--- src/rtl/exposure_sequencer_pkg.sv ---
// Shared state encodings, default timing constants and host command
// definitions for the exposure sequencer.
package exposure_sequencer_pkg;

  typedef enum logic [3:0] {
    S_IDLE         = 4'd0,
    S_FLUSH_TGL    = 4'd1,
    S_FLUSH_WAIT   = 4'd2,
    S_OPEN_SETTLE  = 4'd3,
    S_EXPOSE       = 4'd4,
    S_CLOSE_SETTLE = 4'd5,
    S_RD_TGL       = 4'd6,
    S_RD_WAIT      = 4'd7
  } state_e;

  localparam int TICK_DIV_DEF  = 100000;
  localparam int SETTLE_MS_DEF = 250;
  localparam int EXP_W_DEF     = 24;
  localparam int BUSY_TO_DEF   = 255;

  // Host expose command: 3-byte exp_ms operand plus a flag byte
  localparam logic [7:0] CMD_EXPOSE = 8'h45;
  localparam int FLAG_DARK  = 0;
  localparam int FLAG_FLUSH = 1;

  function automatic logic is_timed(state_e s);
    return (s == S_OPEN_SETTLE) ||
           (s == S_EXPOSE) ||
           (s == S_CLOSE_SETTLE);
  endfunction

  function automatic logic is_wait(state_e s);
    return (s == S_FLUSH_WAIT) ||
           (s == S_RD_WAIT);
  endfunction

endpackage

--- src/rtl/exposure_sequencer_tick_prescaler.sv ---
// Free-running divider producing a one-cycle tick every TICK_DIV
// cycles while enabled; synchronous clear restarts the period.
module tick_prescaler #(
  parameter int TICK_DIV = 100000
) (
  input  logic clk,
  input  logic rst,
  input  logic clr,
  input  logic en,
  output logic tick
);

  localparam int W = (TICK_DIV > 1) ? $clog2(TICK_DIV) : 1;

  logic [W-1:0] cnt_q;
  logic [W-1:0] cnt_d;
  logic         wrap;

  assign wrap = (cnt_q == W'(TICK_DIV - 1));
  assign tick = en & wrap;

  always_comb begin
    cnt_d = cnt_q;
    if (clr)
      cnt_d = '0;
    else if (en)
      cnt_d = wrap ? '0 : cnt_q + 1'b1;
  end

  always_ff @(posedge clk or posedge rst) begin
    if (rst)
      cnt_q <= '0;
    else
      cnt_q <= cnt_d;
  end

endmodule

--- src/rtl/exposure_sequencer.sv ---
// Runs one CCD exposure: optional flush readout, shutter open/settle,
// timed integration, shutter close/settle, then the image readout.
module exposure_sequencer
  import exposure_sequencer_pkg::*;
#(
  parameter int TICK_DIV  = TICK_DIV_DEF,
  parameter int SETTLE_MS = SETTLE_MS_DEF,
  parameter int EXP_W     = EXP_W_DEF,
  parameter int BUSY_TO   = BUSY_TO_DEF
) (
  input  logic             clk,
  input  logic             rst,
  input  logic             start,
  input  logic             abort,
  input  logic [EXP_W-1:0] exp_ms,
  input  logic             dark,
  input  logic             flush_en,
  input  logic             ccd_busy,
  output logic             shutter_open,
  output logic             ccd_toggle,
  output logic             discard,
  output logic             busy,
  output logic             done,
  output logic             aborted,
  output logic             err,
  output logic [3:0]       state_out
);

  state_e state_q, state_d;

  logic [EXP_W-1:0] cnt_q, cnt_d;
  logic [EXP_W-1:0] exp_q, exp_d;
  logic             dark_q, dark_d;
  logic             phase_q, phase_d;
  logic             abt_q, abt_d;
  logic             done_q, done_d;
  logic             aborted_q, aborted_d;
  logic             err_q, err_d;

  logic tick;
  logic moved;
  logic cnt_zero;
  logic timer_done;
  logic abort_req;

  assign moved      = (state_d != state_q);
  assign cnt_zero   = (cnt_q == '0);
  assign timer_done = cnt_zero |
                      (tick & (cnt_q == EXP_W'(1)));

  tick_prescaler #(
    .TICK_DIV (TICK_DIV)
  ) u_tick (
    .clk  (clk),
    .rst  (rst),
    .clr  (moved),
    .en   (is_timed(state_q)),
    .tick (tick)
  );

  always_ff @(posedge clk or posedge rst) begin
    if (rst)
      state_q <= S_IDLE;
    else
      state_q <= state_d;
  end

  always_comb begin
    state_d = state_q;
    unique case (state_q)
      S_IDLE: begin
        if (start)
          state_d = flush_en ? S_FLUSH_TGL :
                    dark     ? S_EXPOSE    :
                               S_OPEN_SETTLE;
      end
      S_FLUSH_TGL: begin
        if (abort)
          state_d = S_IDLE;
        else if (cnt_zero)
          state_d = S_FLUSH_WAIT;
      end
      S_FLUSH_WAIT: begin
        if (!phase_q) begin
          if (!ccd_busy && cnt_q == EXP_W'(1))
            state_d = S_IDLE;
        end else if (!ccd_busy) begin
          state_d = dark_q ? S_EXPOSE : S_OPEN_SETTLE;
        end
      end
      S_OPEN_SETTLE: begin
        if (abort)
          state_d = S_CLOSE_SETTLE;
        else if (timer_done)
          state_d = S_EXPOSE;
      end
      S_EXPOSE: begin
        if (abort)
          state_d = dark_q ? S_IDLE : S_CLOSE_SETTLE;
        else if (timer_done)
          state_d = dark_q ? S_RD_TGL : S_CLOSE_SETTLE;
      end
      S_CLOSE_SETTLE: begin
        if (timer_done)
          state_d = (abt_q | abort) ? S_IDLE : S_RD_TGL;
      end
      S_RD_TGL: begin
        if (cnt_zero)
          state_d = S_RD_WAIT;
      end
      S_RD_WAIT: begin
        if (!phase_q) begin
          if (!ccd_busy && cnt_q == EXP_W'(1))
            state_d = S_IDLE;
        end else if (!ccd_busy) begin
          state_d = S_IDLE;
        end
      end
      default: state_d = S_IDLE;
    endcase
  end

  always_comb begin
    shutter_open = (state_q == S_OPEN_SETTLE) ||
                   (state_q == S_EXPOSE && !dark_q);
    ccd_toggle   = (state_q == S_FLUSH_TGL) ||
                   (state_q == S_RD_TGL);
    discard      = (state_q == S_FLUSH_TGL) ||
                   (state_q == S_FLUSH_WAIT);
    busy         = (state_q != S_IDLE);
    state_out    = state_q;
  end

  assign done    = done_q;
  assign aborted = aborted_q;
  assign err     = err_q;

  // Aborts that must still pass through a closed-shutter settle
  assign abort_req = abort &&
                     ((state_q == S_OPEN_SETTLE) ||
                      (state_q == S_CLOSE_SETTLE) ||
                      (state_q == S_EXPOSE && !dark_q));

  always_comb begin
    cnt_d     = cnt_q;
    exp_d     = exp_q;
    dark_d    = dark_q;
    phase_d   = phase_q;
    abt_d     = abt_q | abort_req;
    done_d    = 1'b0;
    aborted_d = 1'b0;
    err_d     = err_q;

    if (state_q == S_IDLE && start) begin
      exp_d  = exp_ms;
      dark_d = dark;
      err_d  = 1'b0;
      abt_d  = 1'b0;
    end

    if (is_wait(state_q) && !phase_q && ccd_busy)
      phase_d = 1'b1;

    if (moved) begin
      phase_d = 1'b0;
      unique case (state_d)
        S_FLUSH_TGL,
        S_RD_TGL:       cnt_d = EXP_W'(1);
        S_FLUSH_WAIT,
        S_RD_WAIT:      cnt_d = EXP_W'(BUSY_TO);
        S_OPEN_SETTLE,
        S_CLOSE_SETTLE: cnt_d = EXP_W'(SETTLE_MS);
        S_EXPOSE:       cnt_d = (state_q == S_IDLE) ?
                                exp_ms : exp_q;
        default:        cnt_d = '0;
      endcase
      if (state_d == S_IDLE) begin
        if (is_wait(state_q)) begin
          done_d = phase_q;
          err_d  = ~phase_q;
        end else begin
          aborted_d = 1'b1;
        end
      end
    end else if (!cnt_zero &&
                 (ccd_toggle ||
                  (is_wait(state_q) && !phase_q) ||
                  (is_timed(state_q) && tick))) begin
      cnt_d = cnt_q - 1'b1;
    end
  end

  always_ff @(posedge clk or posedge rst) begin
    if (rst) begin
      cnt_q     <= '0;
      exp_q     <= '0;
      dark_q    <= 1'b0;
      phase_q   <= 1'b0;
      abt_q     <= 1'b0;
      done_q    <= 1'b0;
      aborted_q <= 1'b0;
      err_q     <= 1'b0;
    end else begin
      cnt_q     <= cnt_d;
      exp_q     <= exp_d;
      dark_q    <= dark_d;
      phase_q   <= phase_d;
      abt_q     <= abt_d;
      done_q    <= done_d;
      aborted_q <= aborted_d;
      err_q     <= err_d;
    end
  end

endmodule

--- config.mk ---
export PLATFORM = sky130hd
export DESIGN_NAME = exposure_sequencer
export DESIGN_NICKNAME = d
export VERILOG_FILES = /design/src/rtl/exposure_sequencer_pkg.sv /design/src/rtl/exposure_sequencer_tick_prescaler.sv /design/src/rtl/exposure_sequencer.sv
export SDC_FILE = /design/constraint.sdc
export NUM_CORES = 1
export LEC_CHECK = 0
export ABC_AREA = 1
export CAP_MARGIN = 0
export CORE_MARGIN = 5
export CORE_UTILIZATION = 25
export DETAILED_ROUTE_END_ITERATION = 8
export PLACE_DENSITY = 0.5
export SYNTH_ARGS = -nofsm -noshare
export SYNTH_HDL_FRONTEND = slang
export SYNTH_SLANG_ARGS = --single-unit
--- constraint.sdc ---
create_clock -name clk -period 3.2 [get_ports clk]
set_clock_uncertainty 0.2 [all_clocks]
set_input_delay 0.48 -clock clk [delete_from_list [all_inputs] [get_ports clk]]
set_output_delay 0.48 -clock clk [all_outputs]
set_load 0.01 [all_outputs]
# Word level (Yosys, flattened, before mapping)
# Cells that the tools add are included.
[word_totals]
input_bits = 31
register_bits = 75
out_inout_bits = 11
wordCells = 108
[op_classes]
n_mux = 41
n_reduce_logical = 32
n_eq_ne = 17
bitwise_logic = 6
n_addsub = 2
[op_table]
columns = ["operator", "count"]
rows = [
  ["one-hot mux 24 bit (4 select lines)", 1],
  ["2-to-1 mux 24 bit", 3],
  ["2-to-1 mux 4 bit", 14],
  ["2-to-1 mux 17 bit", 3],
  ["equality test 4 x 3 -> 1 bit, second input constant", 8],
  ["one-hot mux 4 bit (8 select lines)", 1],
  ["equality test 24 x 1 -> 1 bit, second input constant", 1],
  ["zero test 24 bit", 1],
  ["subtractor 24 x 1 -> 24 bit, second input constant", 1],
  ["adder 17 x 1 -> 17 bit, second input constant", 1],
  ["equality test 17 bit, second input constant", 1],
  ["equality test 4 x 2 -> 1 bit, second input constant", 4],
  ["2-to-1 mux 3 bit", 5],
  ["2-to-1 mux 1 bit", 13],
  ["logical OR 1 bit", 10],
  ["equality test 4 x 1 -> 1 bit, second input constant", 2],
  ["logical AND 1 bit", 8],
  ["zero test 4 bit", 2],
  ["nonzero test 2 bit", 3],
  ["OR reduction 2 bit", 3],
  ["zero test 1 bit", 4],
  ["!= test 4 bit", 1],
  ["nonzero test 4 bit", 1],
  ["bitwise OR 1 bit", 3],
  ["other kinds (3)", 4],
]

# Logic depth before layout (Yosys ltp)
[logic_depth]
word_depth = 13
mapped_depth = 21
mapped_depth_nobuf = 20

# By module
# A second synthesis with hierarchy kept.
[hier_totals]
cells_unflattened = 760
hier_area_um2 = 5277.6
[by_module_without_submodules]
columns = ["module", "area_each_um2", "instances", "cells_per_inst", "seq_area_each_um2"]
rows = [
  ["exposure_sequencer", 4169.0, 1, 597, 1451.4],
  ["tick_prescaler", 1108.6, 1, 163, 425.4],
]

# Worst setup path after synthesis
# No wires, ideal clock.
[synth_path]
path_type = "flip-flop to flip-flop"
from = "register state_q[2] (netlist: state_out[2])"
to = "register cnt_q[2]"
path_buffers = 1
setup_ns = 0.127
required_time_ns = 2.873
synth_period_minus_slack_ns = 2.514
t_arrival_ns = 2.188
path_stages_with_launch = 18
path_slack_ns = 0.686
cell_sequence = "dfrtp_1 -> nor2_2 -> nand3_2 -> nand2_4 -> inv_4 -> nor2_8 -> nand2_4 -> nand3_2 -> nand2_1 -> inv_2 -> nand3_4 -> inv_4 -> nor2_2 -> nor2_4 -> nand3_4 -> buf_2 -> nor2_1 -> a21oi_1"
[synth_between]
elab_chain_cells = 13
elab_cells_between_ends = 50
classes_between = "15 x eq/ne; 18 x mux; 3 x bitwise; 14 x reduce/logical"
[synth_lines]
columns = ["item", "line", "source"]
rows = [
  ["from (decl)", "exposure_sequencer.sv:29", "state_e state_q, state_d;"],
  ["from (signal assigned)", "exposure_sequencer.sv:65", "state_q <= state_d;"],
  ["equality test 4 x 2 -> 1 bit / equality test 4 x 3 -> 1 bit (equally long branches)", "exposure_sequencer_pkg.sv:27, exposure_sequencer.sv:70, exposure_sequencer_pkg.sv:28", ""],
  ["logical OR 1 bit", "exposure_sequencer_pkg.sv:27", "return (s == S_OPEN_SETTLE) ||"],
  ["logical OR 1 bit", "exposure_sequencer_pkg.sv:28", "(s == S_EXPOSE) ||"],
  ["bitwise AND 1 bit", "exposure_sequencer_tick_prescaler.sv:20", "assign tick = en & wrap;"],
  ["bitwise AND 1 bit", "exposure_sequencer.sv:49", "(tick & (cnt_q == EXP_W'(1)));"],
  ["bitwise OR 1 bit", "exposure_sequencer.sv:48", "assign timer_done = cnt_zero |"],
  ["2-to-1 mux 4 bit, on equally long branches", "exposure_sequencer.sv:100, exposure_sequencer.sv:94", ""],
  ["2-to-1 mux 4 bit, on equally long branches", "exposure_sequencer.sv:98, exposure_sequencer.sv:92", ""],
  ["one-hot mux 4 bit (8 select lines) (*)", "exposure_sequencer.sv:70", "unique case (state_q)"],
  ["named net state_d[2]", "exposure_sequencer.sv:29", ""],
  ["equality test 4 x 2 -> 1 bit, or another cell as far along", "exposure_sequencer.sv:166", "unique case (state_d)"],
  ["OR reduction 2 bit", "exposure_sequencer.sv:166", ""],
  ["one-hot mux 24 bit (4 select lines)", "exposure_sequencer.sv:166", ""],
  ["2-to-1 mux 24 bit", "exposure_sequencer.sv:164", "if (moved) begin"],
  ["to (signal assigned)", "exposure_sequencer.sv:204", "cnt_q <= cnt_d;"],
  ["to (decl)", "exposure_sequencer.sv:31", "logic [EXP_W-1:0] cnt_q, cnt_d;"],
]
# The timed path passes the listed nets; every way through them passes the cells marked *.
# A chain may end at the register's enable or synchronous reset.

# Worst setup path after layout
[layout_path]
from = "register u_tick.cnt_q[0]"
to = "register cnt_q[1]"
[layout_between]
elab_chain_cells = 11
elab_cells_between_ends = 27
classes_between = "9 x eq/ne; 8 x mux; 3 x bitwise; 7 x reduce/logical"
[layout_lines]
columns = ["item", "line", "source"]
rows = [
  ["from (decl)", "exposure_sequencer_tick_prescaler.sv:15", "logic [W-1:0] cnt_q;"],
  ["from (signal assigned)", "exposure_sequencer_tick_prescaler.sv:34", "cnt_q <= cnt_d;"],
  ["equality test 17 bit (*)", "exposure_sequencer_tick_prescaler.sv:19", "assign wrap = (cnt_q == W'(TICK_DIV - 1));"],
  ["bitwise AND 1 bit (*)", "exposure_sequencer_tick_prescaler.sv:20", ""],
  ["bitwise AND 1 bit (*)", "exposure_sequencer.sv:49", ""],
  ["bitwise OR 1 bit (*)", "exposure_sequencer.sv:48", ""],
  ["2-to-1 mux 4 bit, on equally long branches", "exposure_sequencer.sv:100, exposure_sequencer.sv:94", ""],
  ["2-to-1 mux 4 bit, on equally long branches", "exposure_sequencer.sv:98, exposure_sequencer.sv:92", ""],
  ["one-hot mux 4 bit (8 select lines) (*)", "exposure_sequencer.sv:70", ""],
  ["named net state_d[2]", "exposure_sequencer.sv:29", ""],
  ["equality test 4 x 2 -> 1 bit, or another cell as far along", "exposure_sequencer.sv:166", ""],
  ["OR reduction 2 bit", "exposure_sequencer.sv:166", ""],
  ["one-hot mux 24 bit (4 select lines)", "exposure_sequencer.sv:166", ""],
  ["2-to-1 mux 24 bit", "exposure_sequencer.sv:164", ""],
]
# Marks and branches as above.

==> metrics.md <==
| Metric | Value |
|---|---|
| Hold_ws | `0.2841 ns` |
| Diode count | `0` |
| Setup violations, final | `0` |
| Via/cell ratio | `4.328` |
| WP data arrival | `2.99 ns` |
| Die height | `152.1 µm` |
| CTS buffer count | `9` |
| Post-Synthesis Cells | `701` |
| Worst R2R Setup Slack | `0.28 ns` |
| Post-DP Area | `5832 µm²` |
| Critical Path RT | `3.27 ns` |
| Synthesis-stage register bit count | `75` |
| CTS tree | `yes` |
| Horiz. Die Dim | `152.1 µm` |
| First-pass GRT wire length | `21500 µm` |
| IO Pins | `42` |
| Max Fclk | `0.3421 GHz` |
| Static leakage | `2.831 nW` |
| Yosys warnings | `0` |
| Post-CTS sizing | `0` |
| Outcome | `completed` |
| Post-synth EDFFs | `0` |
| Total global routing overflow | `0` |
| Layout area overhead | `22.87%` |
| Unique masters post-synth | `39` |
| Vias in the first global route | `4308` |
| Root Driver | `clkbuf_16` |
| Syn nets | `736` |
| GRT Overall Usage | `11.19%` |
| Clock Latency Late Sink | `0.35 ns` |
| Fill count | `2238` |
| Worst slack at placement | `0.1122 ns` |
| Final worst setup slack | `0.2769 ns` |
| DR WL/cell | `12.54 µm` |
| Rows | `52` |
| Synth Flop Type | `dfrtp_1` |
| Initial antenna violation count | `0` |
| Post-synthesis sequential area ratio | `37.17%` |
| Die area | `23140 µm²` |
| Critical path type | `reg -> reg` |
| Placed cell count | `1004` |
| Slew Limit Fails | `0` |
| Hold Buf Count CTS | `0` |
| Pwr/cell area | `703.8 nW/µm²` |
| Routed Antenna Nets | `0` |
| Fraction of final layout cells sized beyond drive strength 1 | `12.12%` |
| Final Non-Filler Cells | `1021` |
| Final nets | `781` |
| Port bufs | `41` |
| Post-CTS setup buffers | `0` |
| Synthesized area | `5050 µm²` |
| Avg Cell Area, Syn | `7.204 µm²` |
| Pre-antenna DRT Iters | `4` |
| Crit path max fanout | `16` |
| Drt drc | `0` |
| Max Root-Sink Buffers | `2` |
| H-tree depth | `3` |
| Slew Limit Headroom | `58.30%` |
| Synth async-reset ratio | `100.0%` |
| Global placement routability congestion | `0.8488` |
| Largest net degree at the start of global routing | `76` |
| Final instance area | `6205 µm²` |
| Hold/Removal Path Class | `reg -> reg` |
| Critical Path Source Type | `flip-flop` |
| Critical Path End Type | `flip-flop` |
| CTS sink cnt | `75` |
| Max-Cap Viols | `0` |
| Vias | `4419` |
| Initial drt markers | `266` |
| Clock transition at path regs | `0.06 ns` |
| Detail Placement HPWL | `9276 µm` |
| Effective utilization at floorplan | `25.20%` |
| Fin crit share | `91.35%` |
| Tightest Pin Transition | `0.6255 ns` |
| Final Hold Violating Endpoints | `0` |
| Core area | `20040 µm²` |
| Worst ir drop on vdd | `0.3151 mV` |
| Drt total wl | `12800 µm` |
| Final min period | `2.923 ns` |
-- state kept, by name, summed over array words and instances, names as in the netlist --
name / flops
exp_q: 24
state_out: 4
abt_q: 1
u_tick.cnt_q: 17
dark_q: 1
cnt_q: 24
done: 1
err: 1
phase_q: 1
aborted: 1
-- area by class of cell --
type	instances	area, µm²	share of cell area, %
sequential	75	1877	30.25
tap	270	337.8	5.445
clock buffer	9	225.2	3.630
clock inverter	7	98.84	1.593
timing repair buffer	58	583.1	9.397
inverter	88	336.6	5.424
multi-input combinational	514	2746	44.26
-- where the power goes --
part	leakage [nW]	switching (mW)	internal (mW)
clock	0.162	0.435	0.691
combinational	1.69	1.11	0.682
sequential	0.976	0.228	1.22
total	2.83	1.77	2.59
-- logic make-up (layout without fill, tap and decap cells) --
logic type | count (synthesis) | in the layout | share of synthesized area, %
mux | 1 | 1 | 0.1982
fa+ha+maj | 4 | 4 | 0.9911
compound gates | 107 | 107 | 12.12
other cells | 1 | 1 | 0.07426
xor+xnor | 36 | 36 | 6.244
buf+inv | 113 | 162 | 9.440
simple gates | 364 | 365 | 33.77
flops | 75 | 75 | 37.17
-- worst paths after layout --
check / start / endpoint / cells past startpoint
max in group asynchronous: rst / exp_q[16]$_DFFE_PP0P_ / 3
worst max register to register: u_tick.cnt_q[0]$_DFFE_PP0P_ / cnt_q[1]$_DFFE_PP0P_ / 16
worst min register to register: exp_q[6]$_DFFE_PP0P_ / exp_q[6]$_DFFE_PP0P_ / 2
worst max-delay path: u_tick.cnt_q[0]$_DFFE_PP0P_ / cnt_q[1]$_DFFE_PP0P_ / 16
worst min-delay path: exp_q[6]$_DFFE_PP0P_ / exp_q[6]$_DFFE_PP0P_ / 2
min in group asynchronous: rst / u_tick.cnt_q[15]$_DFFE_PP0P_ / 3
-- layer usage --
metal | up-vias | track usage [%] | share of wire (%)
met5 | - | 0 | 0
met4 | 0 | 3.596 | 1.2
met3 | 10 | 2.247 | 3.2
met2 | 70 | 17.82 | 46
met1 | 2007 | 15.28 | 49
li1 | 2332 | - | -
-- cells in the mapped netlist (4+ instances only) --
library cell / n / area, µm²
o211ai_1: 23 / 172.7
xor2_1: 32 / 280.3
nand3_1: 30 / 150.1
clkbuf_1: 12 / 45.04
buf_4: 5 / 37.54
a21oi_1: 13 / 65.06
inv_2: 7 / 26.28
nor4_1: 5 / 31.28
dfrtp_1: 75 / 1877
nor2_1: 75 / 281.5
ha_1: 4 / 50.05
nand2_2: 6 / 37.54
nand2_4: 4 / 45.04
o21ai_1: 16 / 80.08
inv_1: 79 / 296.5
nor3_2: 8 / 80.08
nand4_1: 7 / 43.79
buf_2: 5 / 25.02
o21ai_0: 52 / 260.3
nor2_2: 9 / 56.30
nor3_1: 11 / 55.05
nand2_1: 192 / 720.7
xnor2_1: 4 / 35.03
-- critical path: stages (launching register included) --
cell and delay, ns:
dfrtp_1 0.41, ha_1 0.19, nand3_1 0.14, nor2_1 0.16
nand3_2 0.15, nor2_8 0.15, nand2_4 0.08, nand3_2 0.08
nand2_1 0.06, inv_2 0.07, nand3_4 0.13, inv_4 0.12
nor2_2 0.05, nor2_4 0.27, buf_4 0.28, o211ai_1 0.14
a21oi_1 0.17
-- cells in the final DEF (no fill, tap or decap), types with 3 or more instances in the layout --
| cell | n |
|---|---|
| nand2_1 | 192 |
| inv_1 | 78 |
| dfrtp_1 | 75 |
| nor2_1 | 72 |
| o21ai_0 | 52 |
| clkdlybuf4s50_1 | 41 |
| xor2_1 | 32 |
| nand3_1 | 30 |
| o211ai_1 | 23 |
| o21ai_1 | 16 |
| a21oi_1 | 13 |
| buf_4 | 12 |
| nor2_2 | 10 |
| nor3_1 | 10 |
| nor3_2 | 9 |
| clkbuf_16 | 9 |
| inv_2 | 7 |
| nand4_1 | 7 |
| nand2_2 | 6 |
| nor2_4 | 5 |
| nor4_1 | 5 |
| nand3_2 | 4 |
| xnor2_1 | 4 |
| ha_1 | 4 |
| nand2_4 | 3 |
| clkinv_2 | 3 |
| buf_12 | 3 |
-- metrics by stage --
step / utilization [%] / setup TNS [ns] / power (mW)
global placement: 29.10 / 0 / 3.207
detailed placement: 29.10 / 0 / 3.214
finish: 30.96 / 0 / 4.367
global route: 30.96 / -0.006771 / 4.741
floorplan: - / 0 / 2.720
CTS: 30.72 / 0 / 4.379
(Power assumes the default switching activity.)
